--- src/rtl/bin2bcd_seq_if.sv ---
// Start/busy/done handshake bundle between a data source and the
// sequential binary-to-BCD converter.
interface bin2bcd_seq_if #(
  parameter int BIN_W  = 17,
  parameter int DIGITS = 5
);
  logic                  start;
  logic [BIN_W-1:0]      bin;
  logic                  busy;
  logic                  done;
  logic [4*DIGITS-1:0]   bcd;
  logic                  ovf;

  // Requester side: issues start/bin, observes status and result
  modport master (output start, bin, input busy, done, bcd, ovf);
  // Converter side
  modport slave  (input start, bin, output busy, done, bcd, ovf);
endinterface

--- src/rtl/bin2bcd_seq.sv ---
// Sequential binary-to-BCD converter, shift-and-add-3, one bit per clock.
// Result register is only written on entry to DONE, so the downstream
// digit decoder never sees partial values.
module bin2bcd_seq #(
  parameter int BIN_W  = 17,
  parameter int DIGITS = 5
) (
  input  logic          clk,
  input  logic          rst,
  bin2bcd_seq_if.slave  bus
);
  localparam int BCD_W = 4 * DIGITS;
  localparam int SR_W  = BCD_W + BIN_W;
  localparam int CNT_W = $clog2(BIN_W + 1);

  function automatic logic [63:0] max_val(input int d);
    logic [63:0] p;
    p = 64'd1;
    for (int i = 0; i < d; i++) p = p * 64'd10;
    return p - 64'd1;
  endfunction

  localparam logic [63:0] LIMIT = max_val(DIGITS);

  typedef enum logic [1:0] {IDLE, SHIFT, DONE} state_t;

  state_t             state_q, state_d;
  logic [CNT_W-1:0]   cnt_q, cnt_d;
  logic [SR_W-1:0]    sr_q, sr_d;
  logic               sat_q, sat_d;
  logic [BCD_W-1:0]   bcd_q, bcd_d;
  logic               ovf_q, ovf_d;
  logic [SR_W-1:0]    adj;
  logic [SR_W-1:0]    shifted;
  logic               last_shift;

  assign last_shift = (cnt_q == CNT_W'(BIN_W - 1));

  // State and datapath registers; reset aborts any conversion
  always_ff @(posedge clk) begin
    if (rst) begin
      state_q <= IDLE;
      cnt_q   <= '0;
      sr_q    <= '0;
      sat_q   <= 1'b0;
      bcd_q   <= '0;
      ovf_q   <= 1'b0;
    end else begin
      state_q <= state_d;
      cnt_q   <= cnt_d;
      sr_q    <= sr_d;
      sat_q   <= sat_d;
      bcd_q   <= bcd_d;
      ovf_q   <= ovf_d;
    end
  end

  // Next-state logic
  always_comb begin
    state_d = state_q;
    case (state_q)
      IDLE:    if (bus.start) state_d = SHIFT;
      SHIFT:   if (last_shift) state_d = DONE;
      DONE:    state_d = IDLE;
      default: state_d = IDLE;
    endcase
  end

  // Per-nibble add-3 correction (no inter-nibble carry), then shift left
  always_comb begin
    adj = sr_q;
    for (int i = 0; i < DIGITS; i++) begin
      if (sr_q[BIN_W + 4*i +: 4] >= 4'd5)
        adj[BIN_W + 4*i +: 4] = sr_q[BIN_W + 4*i +: 4] + 4'd3;
    end
    shifted = {adj[SR_W-2:0], 1'b0};
  end

  // Datapath next values: load on accept, shift in SHIFT, publish on last shift
  always_comb begin
    cnt_d = cnt_q;
    sr_d  = sr_q;
    sat_d = sat_q;
    bcd_d = bcd_q;
    ovf_d = ovf_q;
    case (state_q)
      IDLE: begin
        if (bus.start) begin
          sr_d  = {{BCD_W{1'b0}}, bus.bin};
          sat_d = (64'(bus.bin) > LIMIT);
          cnt_d = '0;
        end
      end
      SHIFT: begin
        sr_d  = shifted;
        cnt_d = cnt_q + CNT_W'(1);
        if (last_shift) begin
          bcd_d = sat_q ? {DIGITS{4'h9}} : shifted[SR_W-1 -: BCD_W];
          ovf_d = sat_q;
        end
      end
      default: ;
    endcase
  end

  // Handshake outputs decoded from state
  always_comb begin
    bus.busy = (state_q != IDLE);
    bus.done = (state_q == DONE);
  end

  assign bus.bcd = bcd_q;
  assign bus.ovf = ovf_q;
endmodule

--- src/flat_wrapper.sv ---
// flat-port wrapper written by rule: the top's interface ports become plain ports
module bin2bcd_seq_flat 
#(
  parameter int BIN_W  = 17,
  parameter int DIGITS = 5
)
  (clk, rst, bus_start, bus_bin, bus_busy, bus_done, bus_bcd, bus_ovf);
  bin2bcd_seq_if #(.BIN_W(BIN_W), .DIGITS(DIGITS)) bus_i ();
  input  logic clk;
  input  logic rst;
  input wire logic [$bits(bus_i.start)-1:0] bus_start;
  input wire logic [$bits(bus_i.bin)-1:0] bus_bin;
  output wire logic [$bits(bus_i.busy)-1:0] bus_busy;
  output wire logic [$bits(bus_i.done)-1:0] bus_done;
  output wire logic [$bits(bus_i.bcd)-1:0] bus_bcd;
  output wire logic [$bits(bus_i.ovf)-1:0] bus_ovf;
  assign bus_i.start = bus_start;
  assign bus_i.bin = bus_bin;
  assign bus_busy = bus_i.busy;
  assign bus_done = bus_i.done;
  assign bus_bcd = bus_i.bcd;
  assign bus_ovf = bus_i.ovf;
  bin2bcd_seq #(.BIN_W(BIN_W), .DIGITS(DIGITS)) u_core (.clk(clk), .rst(rst), .bus(bus_i));
endmodule
--- config.mk ---
export PLATFORM = sky130hd
export DESIGN_NAME = bin2bcd_seq_flat
export DESIGN_NICKNAME = d
export VERILOG_FILES = /design/src/rtl/bin2bcd_seq_if.sv /design/src/rtl/bin2bcd_seq.sv /design/src/flat_wrapper.sv
export SDC_FILE = /design/constraint.sdc
export NUM_CORES = 1
export LEC_CHECK = 0
export BUFFER_PORTS_ARGS = -buffer_cell sky130_fd_sc_hd__buf_2
export CORE_ASPECT_RATIO = 0.8
export CORE_MARGIN = 3
export CORE_UTILIZATION = 25
export CTS_CLUSTER_DIAMETER = 120
export DETAILED_ROUTE_END_ITERATION = 10
export GPL_TIMING_DRIVEN = 0
export PLACE_DENSITY = 0.46
export SKIP_CTS_REPAIR_TIMING = 1
export SLEW_MARGIN = 30
export SYNTH_ARGS = -nofsm -noshare
export SYNTH_HDL_FRONTEND = slang
export SYNTH_SLANG_ARGS = --single-unit
export TNS_END_PERCENT = 100
--- constraint.sdc ---
create_clock -name clk -period 3.2 [get_ports clk]
set_input_delay 0.48 -clock clk [delete_from_list [all_inputs] [get_ports clk]]
set_output_delay 0.48 -clock clk [all_outputs]
set_load 0.03 [all_outputs]
; After elaboration in Yosys (flattened, before gate mapping)
; Cells that the tools add are included.
[totals]
ff_bits = 66
word_cells = 43
input_bits = 20
[op_classes]
n_reduce_logical = 7
n_addsub = 6
magnitude_cmp = 6
eq_ne = 5
mux = 13
[op_table]
columns = cell, count
row1 = 37-bit one-hot mux with 2 select lines, 1
row2 = 37-bit 2-to-1 mux, 1
row3 = "4-bit by 3-bit >= comparator with 1-bit output, second input constant", 5
row4 = 20-bit 2-to-1 mux, 1
row5 = "17-bit greater-than comparator, second input constant", 1
row6 = "4-bit by 2-bit adder with 4-bit output, second input constant", 4
row7 = 4-bit 2-to-1 mux, 4
row8 = 5-bit one-hot mux with 2 select lines, 1
row9 = 2-bit AND reduction, 4
row10 = "5-bit by 1-bit adder with 5-bit output, second input constant", 1
row11 = "5-bit equality test, second input constant", 1
row12 = 5-bit 2-to-1 mux, 1
row13 = 2-bit 2-to-1 mux, 2
row14 = 2-bit one-hot mux with 2 select lines, 1
row15 = 2-bit nonzero test, 2
row16 = "3-bit by 2-bit adder with 3-bit output, second input constant", 1
row17 = 3-bit 2-to-1 mux, 1
row18 = "2-bit by 1-bit equality test with 1-bit output, second input constant", 1
row19 = "2-bit equality test, second input constant", 1
row20 = 2-bit logical NOT, 1
row21 = "2-bit by 1-bit != test with 1-bit output, second input constant", 1
row22 = "2-bit != test, second input constant", 1

; Longest topological paths before layout
; Gate-level depths: netlist of run 1.
[depth]
depth_word = 3
ltp_mapped = 8

; Worst setup path after synthesis of run 1
; Ideal clock, no wire load.
[synth_path]
kind = in2reg
startpoint = input port bus_start
endpoint = register u_core.cnt_q[3]
path_stages = 4
setup_ps = 132
slack_ps = 1627
t_required_ps = 3068
path_buffers = 0
arrival_ps = 1441
path_cell_list = nor3b_1 > nor2_1 > o21ai_0 > a21oi_1
[synth_via]
elab_chain_cells = 2
[synth_lines]
columns = element, line_no
row1 = start: declaration, flat_wrapper.sv:11  ; input wire logic [$bits(bus_i.start)-1:0] bus_start;
row2 = 2-bit != test (no line), --
row3 = 2-bit AND reduction (no line), --
row4 = end signal: assignment, bin2bcd_seq.sv:50  ; cnt_q <= cnt_d;
row5 = end: declaration, bin2bcd_seq.sv:28  ; logic [CNT_W-1:0] cnt_q, cnt_d;
; Every way passes these cells.
; A chain may end at the register's enable or synchronous reset.

; Worst setup path in the final report of run 1
[layout_path]
startpoint = register u_core.cnt_q[0]
endpoint = register u_core.bcd_q[18], in the netlist u_core.bus.bcd[18]
[layout_via]
elab_chain_cells = 2
[layout_lines]
columns = element, line_no
row1 = 5-bit equality test, bin2bcd_seq.sv:37  ; assign last_shift = (cnt_q == CNT_W'(BIN_W - 1));
row2 = 2-bit AND reduction (no line), --
row3 = end signal: assignment, bin2bcd_seq.sv:46  ; bcd_q <= '0;
row4 = end signal: assignment, bin2bcd_seq.sv:53  ; bcd_q <= bcd_d;
row5 = end: declaration, bin2bcd_seq.sv:31  ; logic [BCD_W-1:0] bcd_q, bcd_d;
; Every way passes these cells.

==> results.md, run 1 <==
* Register area share after synthesis at between 40% and 50%
* Power per cell area at 581 nW/um^2
* Vias in the first global route at between 2,000 and 2,500
* Int Pwr at 1.65 mW
* Core area at around 11,000 um^2
* Leakage Power at approximately 1.4 nW
* Nets at 431
* Asr flop ratio synth at 0%
* Crit start category: flip-flop
* Area grow syn2layout at 24.8%
* Slew HR at approximately 50%
* Vias post-DR at 2,577
* Dpl cell area at around 3300 um^2
* Antenna cells at 0
* Reg2reg start: u_core.cnt_q[0]
* Syn_nets at 378
* Netlist Area Pre-Place at between 2000 and 3000 um^2
* Fillers at roughly 1,200
* Final period util at about 63%
* Longest Clk Path Bufs at 2
* Detailed placement HPWL at about 5500 um
* Top cell type's share of synthesized area at ~45%
* Post-DRT Antenna Nets at 0
* Setup TNS at 0 ns
* Final hold vios at 0
* Clk Tree Root Cell: clkbuf_16
* Final setup violation count at 0
* Status: finished clean
* Hold path start: bus_bin[16]
* R2R Setup Slk at 1.17 ns
* Required @ worst endpoint at 3.45 ns
* CP max FO at 10
* Fmax at between 400 and 500 MHz
* Initial antenna violation count at 0
* Routed wire length per instance at 13.9 um
* Starting Density at between 20% and 30%
* Ys Warns at 0
* Critical Setup Path Class: reg -> reg
* Worst flop-to-flop path endpoint: u_core.bus.bcd[18]
* Setup Skew at approximately 0.0078 ns
* Max-cap viol count at 0
* Flops & latches, synth at between 60 and 70
* Layout cell share with drive strength beyond 1 at 17.6%
* DR DRC count at 0
* Peak supply drop at about 250 uV
* First-pass GRT wire length at 12,300 um
* Critical Path AT at 2.28 ns
* Post-route cell area at roughly 3600 um^2
* Psw at ~0.47 mW
* Std-Cell Rows at 34
* CTS tree: yes
* Final Wtd Congestion at approximately 0.74
* Post-synth EDFFs at 0
* RSZ-0062 raised after global routing: no
* Chip width at 127 um
* H-Tree Depth at 3
* Grt total ovfl at 0
* Mapped Cells at between 300 and 400
* DRT iter0 DRCs at 164
* Count leader, synth: dfxtp_1
* All-Layer GR Usage at between 10% and 20%
* TritonRoute pass-1 iters at 4
* Comb power frac at under 10%
* Sw frac at between 20 and 25%
* Chip height at ~100 um
* Average cell area after synthesis at around 8.4 um^2
* Vias per cell at 4.70
* Clock power frac at between 50% and 60%
* Largest area contributor in the netlist: dfxtp_1
* Largest net degree at the start of global routing at 12
* Ranking of synthesized cells by area: dfxtp_1 45%, nor2_1 7.1%, ha_1 5.1%, a21oi_1 4.8%, o2bb2ai_1 4.2%
* Worst min path class: in -> reg
* R2R depth at 8
* Worst Hold End: u_core.sat_q
* Actual slew at the worst max-slew pin at 0.764 ns
* Fin crit period at about 2 ns
* Port Buffers at 42
* Post-synthesis cell type count at 33
* Die area at 13,000 um^2
* Synth top cells by count: 66 x dfxtp_1, 55 x nor2_1, 28 x a21oi_1
* Max-slew violation count at 0
* Top FF cell, synth: dfxtp_1
* Clk slew on worst S/H paths at 0.05 ns
* Drt total wl at between 7000 and 8000 um
* CP endpoint kind: flip-flop
* Io pins at 43
* Hold path cells at 3
* Sequential power share at ~41%
* Worst skew pair latency at approximately 0.33 ns
* CTS Buf Count at 9
* Sinks on Clock Net at 66
worst max-delay path: stages, from the launching register on:
cell       delay (ns)
dfxtp_1          0.42
inv_1            0.07
ha_1             0.20
nand4bb_1        0.18
or2_1            0.14
buf_2            0.22
buf_1            0.49
nand3b_1         0.13
o21ai_1          0.10
final cells by class:
| type | count | area, um^2 | area share (%) |
|---|---|---|---|
| clock buffer | 10 | 229 | 6.28 |
| sequential | 66 | 1320 | 36.2 |
| timing repair buffer | 42 | 210 | 5.76 |
| inverter | 12 | 45.0 | 1.23 |
| multi-input combinational | 248 | 1470 | 40.4 |
| buffer | 20 | 82.6 | 2.26 |
| tap | 144 | 180 | 4.94 |
| clock inverter | 6 | 105 | 2.88 |
kinds of logic (layout without fill, tap and decap cells):
kind of cell,Yosys count,after routing,share of synthesized area (%)
and+or+nand+nor,148,148,25.3
AOI/OAI and AO/OA,77,77,16.1
DFF,66,66,45.2
buffers and inverters,32,90,4.37
adders and majority gates,12,12,5.14
muxes,6,6,2.31
xor gates and xnor gates,5,5,1.50
placed cells by master, fill, tap and decap left out, drive strengths merged, types with 12 or more instances in the layout:
cell type,count
a21oi,28
dfxtp,66
o2bb2ai,14
clkbuf,22
o21ai,21
ha,12
nor3,12
nor2,55
nand2b,14
buf,50
nand3b,12
nand2,21
inv,12
worst max path at each step:
| stage | from | endpoint | slack, ns | cells past startpoint |
|---|---|---|---|---|
| 3_3_place_gp | bus_start | u_core.cnt_q[3] | 1.15 | 5 |
| 6_report | u_core.cnt_q[0] | u_core.bus.bcd[18] | 1.17 | 8 |
| 4_1_cts | u_core.cnt_q[0] | u_core.bus.bcd[18] | 1.16 | 8 |
| 3_5_place_dp | bus_start | u_core.cnt_q[3] | 1.17 | 5 |
| 5_1_grt | u_core.cnt_q[0] | u_core.bus.bcd[18] | 1.00 | 8 |
| 2_1_floorplan | bus_start | u_core.cnt_q[3] | 1.63 | 4 |
sequential cells by signal, indices dropped and copies added (netlist names):
register,flops
u_core.bus.ovf,1
u_core.sat_q,1
u_core.sr_q,37
u_core.bus.bcd,20
u_core.cnt_q,5
u_core.state_q,2
per-layer routing:
layer	wire (um)	part of all wire, %	track usage (%)
met1	3780	49	15.2
met2	3470	45	19.8
met3	295	3.9	3.99
met4	105	1.4	3.30
met5	0	0	0
per-stage QoR:
| stage | instances | setup slack (ns) | util, % | total power, mW | hold WS (ns) |
|---|---|---|---|---|---|
| 2_1_floorplan | 346 | 1.63 | - | 0.965 | 0.432 |
| 3_3_place_gp | 532 | 1.15 | 29.7 | 1.01 | 0.444 |
| 3_5_place_dp | 532 | 1.17 | 29.7 | 1.02 | 0.448 |
| 4_1_cts | 548 | 1.16 | 32.7 | 2.14 | 0.429 |
| 5_1_grt | 548 | 1.00 | 32.7 | 2.19 | 0.441 |
| 6_report | 548 | 1.17 | 32.7 | 2.12 | 0.432 |
power by group through the flow:
stage	registers (mW)	clock network (mW)	logic, mW
4_1_cts	0.861	1.14	0.137
3_3_place_gp	0.878	0	0.136
6_report	0.861	1.12	0.136
3_5_place_dp	0.879	0	0.137
5_1_grt	0.863	1.17	0.156
2_1_floorplan	0.875	0	0.0903
Note: power is estimated with default switching activity, not from simulation.
==> run 2: changes to the inputs <==
clock period = 2.1 ns   (was 3.2 ns; I/O delays follow)
==> results.md, run 2 (synthesis results as in run 1) <==
* Worst skew pair latency at around 0.33 ns
* Largest stage delay, worst path at about 0.36 ns
* Longest Clk Path Bufs at 2
* Actual slew at the worst max-slew pin at between 0.5 and 0.6 ns
* Max-slew violation count at 0
* Setup TNS at 0 ns
* Slew HR at approximately three fifths
* Vias per cell at 4.71
* Vias post-DR at 2,580
* Detailed placement HPWL at ~5500 um
* Required @ worst endpoint at around 2.3 ns
* Io pins at 43
* Grt total ovfl at 0
* Chip height at 103 um
* Antenna cells at 0
* Nets at 431
* DR DRC count at 0
* Biggest register: u_core.sr_q
* Port Buffers at 42
* Dpl ws at roughly 0.077 ns
* Fin crit period at approximately 1.8 ns
* Clk slew on worst S/H paths at around 0.050 ns
* Dpl cell area at 3310 um^2
* Fillers at ~1,200
* H-Tree Depth at 3
* CP max FO at 10
* R2R Setup Slk at 0.28 ns
* Layout cell share with drive strength beyond 1 at 18.1%
* CTS tree: yes
* Starting Density at around a quarter
* Max FFs per register at 37
* Critical Setup Path Class: reg -> reg
* Chip width at about 130 um
* Commonest non-fill, non-tap cells in the layout: 66 x dfxtp_1, 55 x nor2_1, 48 x buf_2
* Max-cap viol count at 0
* Delay-heaviest family, CP: simple AND/OR/NAND/NOR gates
* DRT iter0 DRCs at roughly 210
* Largest net degree at the start of global routing at 12
* Buf/Inv on CP at 2
* Fmax at 549 MHz
* CP endpoint kind: flip-flop
* Vias in the first global route at 2,490
* Peak supply drop at about 380 uV
* Footprint of the multi-input gates at ~1500 um^2
* Cells along the critical path: inv_1 > ha_1 > nand4bb_1 > or2_1 > buf_2 > nor2_1 > a211oi_1
* Final Wtd Congestion at around 0.74
* Final setup violation count at 0
* Core area at about 11,000 um^2
* First-pass GRT wire length at ~12,000 um
* CTS Buf Count at 9
* Status: finished clean
* Power per cell area at between 800 and 900 nW/um^2
* Clk Tree Root Cell: clkbuf_16
* Post-route cell area at 3650 um^2
* Setup Skew at 0.00709 ns
* All-Layer GR Usage at between 10 and 15%
* Sinks on Clock Net at between 60 and 70
* Fin worst setup slack at 0.277 ns
* Final period util at between 80 and 90%
* Crit start category: flip-flop
* Critical Path AT at ~2.0 ns
* Drt total wl at between 7000 and 8000 um
* Sequential cell area at between 1000 and 1500 um^2
* TritonRoute pass-1 iters at 4
* Leakage Power at between 1 and 1.5 nW
* Worst min path class: in -> reg
* Slowest-stage cell, CP: dfxtp_1
* Final hold vios at 0
* Die area at 13,000 um^2
* Util after Layout at approximately a third
* Most common cell after layout, fill and taps aside: dfxtp_1
* Routed wire length per instance at 13.9 um
* RSZ-0062 raised after global routing: no
* Std-Cell Rows at 34
* Post-DRT Antenna Nets at 0
* Initial antenna violation count at 0
* Area grow syn2layout at 25.0%
-- run 2: changes by cell type in the layout (fill, tap and decap cells not counted) --
cell and delta:
buf_1 -1, clkbuf_2 +1, nor3b_1 -1, nor3b_2 +1
-- run 2: area by class of cell --
class	count	share of cell area [%]
flip-flops and latches	66	36.2
repair buffers	42	5.75
clock inverters	6	2.88
plain buffers	20	2.29
clock buffers	10	6.27
inverters	12	1.23
well taps	144	4.93
multi-input cells	248	40.5
-- run 2: final timing paths --
kind,start,to,cells past startpoint
max,u_core.cnt_q[0],u_core.bus.bcd[8],7
min,bus_bin[16],u_core.sat_q,3
max reg2reg,u_core.cnt_q[0],u_core.bus.bcd[8],7
min reg2reg,u_core.sr_q[14],u_core.sr_q[14],2
-- run 2: per-stage QoR --
step,hold slack (ns),instances,power [mW]
floorplan,0.432,346,1.47
global placement,0.444,532,1.55
detailed placement,0.448,532,1.55
CTS,0.264,548,3.26
global route,0.276,548,3.34
finish,0.268,548,3.23
-- run 2: metal layers --
metal | GRT usage, % | up-vias | wire length [um]
li1 | - | 1323 | -
met3 | 3.99 | 9 | 276
met1 | 15.2 | 1211 | 3790
met4 | 3.30 | 0 | 105
met2 | 19.8 | 37 | 3460
met5 | 0 | - | 0
-- run 2: worst reg2reg max path: stages, from the launching register on --
cell	delay [ns]
dfxtp_1	0.36
inv_1	0.07
ha_1	0.15
nand4bb_1	0.20
or2_1	0.28
buf_2	0.19
nor2_1	0.32
a211oi_1	0.13
-- run 2: report_power, final --
part | internal (mW) | switching, mW
combinational | 0.0718 | 0.136
sequential | 1.29 | 0.0237
clock | 1.15 | 0.555
total | 2.51 | 0.714
